$ cat config.mk
export PLATFORM = sky130hd
export DESIGN_NAME = valve_chain_sequencer
export DESIGN_NICKNAME = d
export VERILOG_FILES = /design/src/rtl/valve_chain_sequencer.sv
export SDC_FILE = /design/constraint.sdc
export NUM_CORES = 1
export LEC_CHECK = 0
export BUFFER_PORTS_ARGS = -buffer_cell sky130_fd_sc_hd__buf_2
export CAP_MARGIN = 25
export CORE_MARGIN = 5
export CORE_UTILIZATION = 53
export DETAILED_ROUTE_END_ITERATION = 12
export PLACE_DENSITY = 0.73
export SLEW_MARGIN = 20
export SYNTH_ARGS = -nofsm -noshare
export SYNTH_HDL_FRONTEND = slang
export SYNTH_SLANG_ARGS = --single-unit
export TNS_END_PERCENT = 10
$ cat constraint.sdc
create_clock -name clk -period 4.2 [get_ports clk]
set_input_delay 0.63 -clock clk [delete_from_list [all_inputs] [get_ports clk]]
set_output_delay 0.63 -clock clk [all_outputs]
set_load 0.05 [all_outputs]
$ cat src/rtl/valve_chain_sequencer.sv
// rtl/valve_chain_sequencer.sv - peristaltic valve-chain sequencer with HOLD/FLUSH/PUMP modes
// Optional VALVE_SEQ_ACT_COUNT_EN adds a saturating valve-opening counter (act_count).
module valve_chain_sequencer #(
    parameter  int NUM_VALVES = 4,
    parameter  int STEP_W     = 16,
    parameter  int CYC_W      = 16,
    localparam int PH_W       = $clog2(NUM_VALVES)
) (
    input  logic                  clk,
    input  logic                  rst_n,
    input  logic                  cmd_valid,
    output logic                  cmd_ready,
    input  logic [1:0]            cmd_mode,
    input  logic [CYC_W-1:0]      cmd_cycles,
    input  logic [STEP_W-1:0]     cmd_step,
    input  logic                  abort,
    output logic [NUM_VALVES-1:0] valve_close,
    output logic                  busy,
    output logic                  done,
`ifdef VALVE_SEQ_ACT_COUNT_EN
    output logic [31:0]           act_count,
`endif
    output logic [PH_W-1:0]       phase
);

    typedef enum logic [1:0] {ST_IDLE, ST_RUN, ST_SETTLE} state_t;
    typedef enum logic [1:0] {MODE_HOLD, MODE_FLUSH, MODE_FWD, MODE_REV} mode_t;

    state_t            state, state_nxt;
    mode_t             mode_r;
    logic [CYC_W-1:0]  cycles_r;
    logic [CYC_W-1:0]  cyc_cnt;
    logic [STEP_W-1:0] p_last;
    logic [STEP_W-1:0] step_cnt;
    logic              accept;
    logic              step_last;
    logic              phase_last;
    logic              cycles_last;

    assign accept      = cmd_valid && (state == ST_IDLE);
    assign step_last   = (step_cnt == p_last);
    assign phase_last  = (phase == PH_W'(NUM_VALVES - 1));
    assign cycles_last = ((cyc_cnt + CYC_W'(1)) == cycles_r);

    always_ff @(posedge clk or negedge rst_n) begin
        if (!rst_n) begin
            state <= ST_IDLE;
        end else begin
            state <= state_nxt;
        end
    end

    always_comb begin
        state_nxt = state;
        cmd_ready = 1'b0;
        busy      = 1'b1;
        case (state)
            ST_IDLE: begin
                cmd_ready = 1'b1;
                busy      = 1'b0;
                if (cmd_valid) begin
                    state_nxt = (cmd_cycles == '0) ? ST_SETTLE : ST_RUN;
                end
            end
            ST_RUN: begin
                if (abort || (step_last && phase_last && cycles_last)) begin
                    state_nxt = ST_SETTLE;
                end
            end
            ST_SETTLE: begin
                if (step_last) begin
                    state_nxt = ST_IDLE;
                end
            end
            default: state_nxt = ST_IDLE;
        endcase
    end

    // A zero step field is stored as a one-clock step (terminal count 0).
    always_ff @(posedge clk or negedge rst_n) begin
        if (!rst_n) begin
            mode_r   <= MODE_HOLD;
            cycles_r <= '0;
            cyc_cnt  <= '0;
            p_last   <= '0;
            step_cnt <= '0;
            phase    <= '0;
            done     <= 1'b0;
        end else begin
            done <= (state == ST_SETTLE) && step_last;
            case (state)
                ST_IDLE: begin
                    if (accept) begin
                        mode_r   <= mode_t'(cmd_mode);
                        cycles_r <= cmd_cycles;
                        p_last   <= (cmd_step == '0) ? '0 : cmd_step - STEP_W'(1);
                        cyc_cnt  <= '0;
                        step_cnt <= '0;
                        phase    <= '0;
                    end
                end
                ST_RUN: begin
                    if (abort) begin
                        step_cnt <= '0;
                        phase    <= '0;
                    end else if (step_last) begin
                        step_cnt <= '0;
                        if (phase_last) begin
                            phase   <= '0;
                            cyc_cnt <= cyc_cnt + CYC_W'(1);
                        end else begin
                            phase <= phase + PH_W'(1);
                        end
                    end else begin
                        step_cnt <= step_cnt + STEP_W'(1);
                    end
                end
                ST_SETTLE: begin
                    step_cnt <= step_last ? '0 : step_cnt + STEP_W'(1);
                end
                default: begin
                    step_cnt <= '0;
                    phase    <= '0;
                end
            endcase
        end
    end

    // Pump patterns open exactly one valve, so a step change swaps one open valve for another.
    always_comb begin
        valve_close = '1;
        if (state == ST_RUN) begin
            case (mode_r)
                MODE_HOLD:  valve_close = '1;
                MODE_FLUSH: valve_close = '0;
                MODE_FWD: begin
                    for (int i = 0; i < NUM_VALVES; i++) begin
                        valve_close[i] = (PH_W'(i) != phase);
                    end
                end
                MODE_REV: begin
                    for (int i = 0; i < NUM_VALVES; i++) begin
                        valve_close[i] = (PH_W'(NUM_VALVES - 1 - i) != phase);
                    end
                end
                default: valve_close = '1;
            endcase
        end
    end

`ifdef VALVE_SEQ_ACT_COUNT_EN
    logic [NUM_VALVES-1:0] close_q;

    always_ff @(posedge clk or negedge rst_n) begin
        if (!rst_n) begin
            close_q   <= '1;
            act_count <= '0;
        end else begin
            close_q <= valve_close;
            if ((|(close_q & ~valve_close)) && (act_count != 32'hFFFF_FFFF)) begin
                act_count <= act_count + 32'd1;
            end
        end
    end
`endif

endmodule

==> impl_metrics.yaml <==
sta:
  tightest_slew_ns: 0.947
  finClkSkew_ns: 0.0131
  maxClockFrequency_ghz: 0.371
  worst_slew_margin_relative_to_its_limit_pct: 36.7
  setup_repair_after_global_routing_missed_its_margin: "no"
  timing_max_transition_violations_final: 0
  report.final.hold_viol_count: 0
  sum_neg_setup_slack_ns: 0
  period_minus_slack_ns: 2.69
  setup_viol_count_final: 0
  period_share_pct: 64.1
global_routing:
  grt_antenna_before_repair: 0
  gr-usage-met3_pct: 2.77
  track_usage_pct: 19.9
  global_route.overflow_total: 0
  grt_start_max_net_pins: 46
  top_usage_layer: "met2"
  number_of_global_route_vias_before_repair: 3456
  met1_usage_pct: 28.5
  first_pass_grt_wire_length_um: 16300
  grtUsageMet2_pct: 31.2
clock_tree:
  clkTransAtPathRegs_ns: 0.08
  clock-root-buffer: "clkbuf_8"
  post_cts_buffers: 0
  h-tree-depth: 3
  clock_sink_count: 71
  cts_resized: 0
  number_of_hold_repair_buffers_added_at_the_cts_stage: 0
  cts_tree: "done"
  cts.path.max_buffers: 2
  clock_insertion_delay_worst_skew_ns: 0.35
  tritoncts.num_buffers: 9
synthesis:
  netlist.area_leader.share_pct: 40.5
  synth.largest_area_cell: "dfrtp_1"
  synth_seq_cells: 71
  seq_area_frac_synth_pct: 40.5
  mappedNetlistNets: 525
  synth_edf_count: 0
  ys_top_cells_by_area: "dfrtp_1, xnor2_1, nand2_1"
  synth_async_sr_flop_share_pct: 100
  syn-cell-area_mm2: 0.00439
  postSynth.topFlopCell: "dfrtp_1"
  syn-mean-instance-area_um2: 9.20
  synthesis.instances: 477
  yosys_warnings: 0
  synth_cell_types: 54
power_and_ir_drop:
  clock_power_share_pct: 19.3
  internal_power_summed_over_all_cells_mw: 1.70
  netSwitchingFraction_pct: 40.5
  power_per_cell_area_mw_per_mm2: 583
  comb_power_share_pct: 40.9
  ir_worst_vdd_mv: 0.282
  netSwitchingPower_mw: 1.16
  standby_leakage_power_nw: 2.11
  p_seq_share_pct: 39.8
routing:
  routed_wl_um: 9500
  avgRoutedWirePerCell_um: 15.1
  first_pass_iters: 4
  drt-initial-drc-count: 189
  antenna_violating_nets_post_route: 0
  drt_drc_violations_left: 0
  detail_route.vias_per_cell: 5.76
  routed-via-count: 3613
setup_path:
  timing.critical_path.fanout_max: 33
  worstPathArrival_ns: 2.95
  crit_type: "reg2reg"
  worstPathRequired_ns: 4.46
  worstSetupStartpointType: "register"
  worst_setup_path_end_kind: "register"
cells_and_area:
  area.growth.synth_to_final_pct: 11.6
  fillers: 710
  antenna_cells: 0
  final_layout_size_suffix_gt1_share_pct: 18.8
  fin_area_mm2: 0.00490
  final_cell_mix: "nand2_1, dfrtp_1, buf_2"
  number_of_nets_in_the_finished_design: 565
  layout_commonest_cell: "nand2_1"
  stdcell_count: 627
placed_design:
  standard_cell_area_after_detailed_placement_mm2: 0.00470
  gp_congestion: 0.804
  placed_cells: 611
  hpwl_um: 7050
  count_of_input_and_output_buffers: 46
floorplanning:
  rows: 33
  die_y_um: 101
  floorplan.initialDensity_pct: 54.0
  dieArea_mm2: 0.0102
  die_width_um: 101
  design.core.area_mm2: 0.00813
  design.portCount: 47
outcome:
  status: "finished clean"
job:
  drv_cap: 0
min_path:
  worstHoldPathType: "in2async"
## power by group through the flow
stage / sequential [mW] / clock (mW) / combinational (mW)
after global routing: 1.17 / 0.590 / 1.30
final: 1.14 / 0.550 / 1.17
after floorplan: 1.06 / 0 / 0.978
after detailed placement: 1.15 / 0 / 1.18
after global placement: 1.14 / 0 / 1.14
after CTS: 1.14 / 0.564 / 1.18
## cell usage after synthesis (3+ instances only)
cell      number
a21o_1         7
a21oi_1        7
a22o_1         9
and3_1        12
and4b_1        3
buf_2          5
clkbuf_1      15
dfrtp_1       71
ha_1          10
inv_1          9
mux2_2        18
mux2i_1        4
nand2_1       77
nand2b_1       8
nand3_1       20
nand3b_1       4
nand4_1        7
nor2_1        22
nor2b_1        5
nor3_1         6
nor4_1        10
o21ai_0       35
o21ai_1       10
o221ai_1       6
o31ai_1        4
or2_2          4
or3_1          4
or4_1          3
or4b_1         4
xnor2_1       39
xor2_1        10
## per-stage QoR
step	power (mW)	hold WS, ns	setup slack [ns]	utilization (%)
final	2.86	0.268	1.51	60.3
after global routing	3.06	0.311	1.27	60.3
after CTS	2.88	0.466	1.52	60.2
after detailed placement	2.33	0.495	1.38	57.8
after global placement	2.28	0.487	1.46	57.8
after floorplan	2.03	0.334	1.72	-
## metal layers
layer | part of all wire, % | routed length (um) | up-vias
met5 | 0 | 0 | -
met1 | 49 | 4630 | 1722
met4 | 1.2 | 114 | 0
li1 | - | - | 1792
met3 | 4.9 | 468 | 10
met2 | 45 | 4280 | 89
## final timing paths
check                               start            to  slack [ns]  cells past startpoint
worst max-delay path             state[1]   step_cnt[6]        1.51                      9
worst min-delay path                rst_n  cycles_r[14]        0.27                      1
worst max register to register   state[1]   step_cnt[6]        1.51                      9
worst min register to register  p_last[2]     p_last[2]        0.51                      2
max in group asynchronous           rst_n   step_cnt[8]        3.14                      2
min in group clk                p_last[2]     p_last[2]        0.51                      2
## critical path, cell delays in order (launching register included)
cell,delay [ns]
dfrtp_1,0.40
inv_1,0.10
ha_1,0.15
buf_4,0.32
nor2b_1,0.36
o21ai_0,0.14
or2_1,0.43
nor2_1,0.45
nand2_1,0.09
o21ai_0,0.16
## state kept, by name, summed over array words and instances, names as in the netlist
| register | count |
|---|---|
| state | 2 |
| step_cnt | 16 |
| p_last | 16 |
| cyc_cnt | 16 |
| cycles_r | 16 |
| done | 1 |
| mode_r | 2 |
| phase | 2 |
## layout make-up
class                   count  area [um2]  area share (%)
clock inverters             6        60.1            1.23
repair buffers             51         270            5.51
flip-flops and latches     71        1780            36.3
well taps                 105         131            2.68
inverters                   9        33.8           0.689
multi-input cells         375        2490            50.8
clock buffers              10         138            2.81
## logic make-up after synthesis
| group | share of synthesized area (%) |
|---|---|
| xor+xnor | 10.3 |
| mux | 5.53 |
| fa+ha+maj | 2.85 |
| compound gates | 13.0 |
| simple gates | 25.1 |
| buf+inv | 2.79 |
| flops | 40.5 |
(Power assumes the default switching activity.)
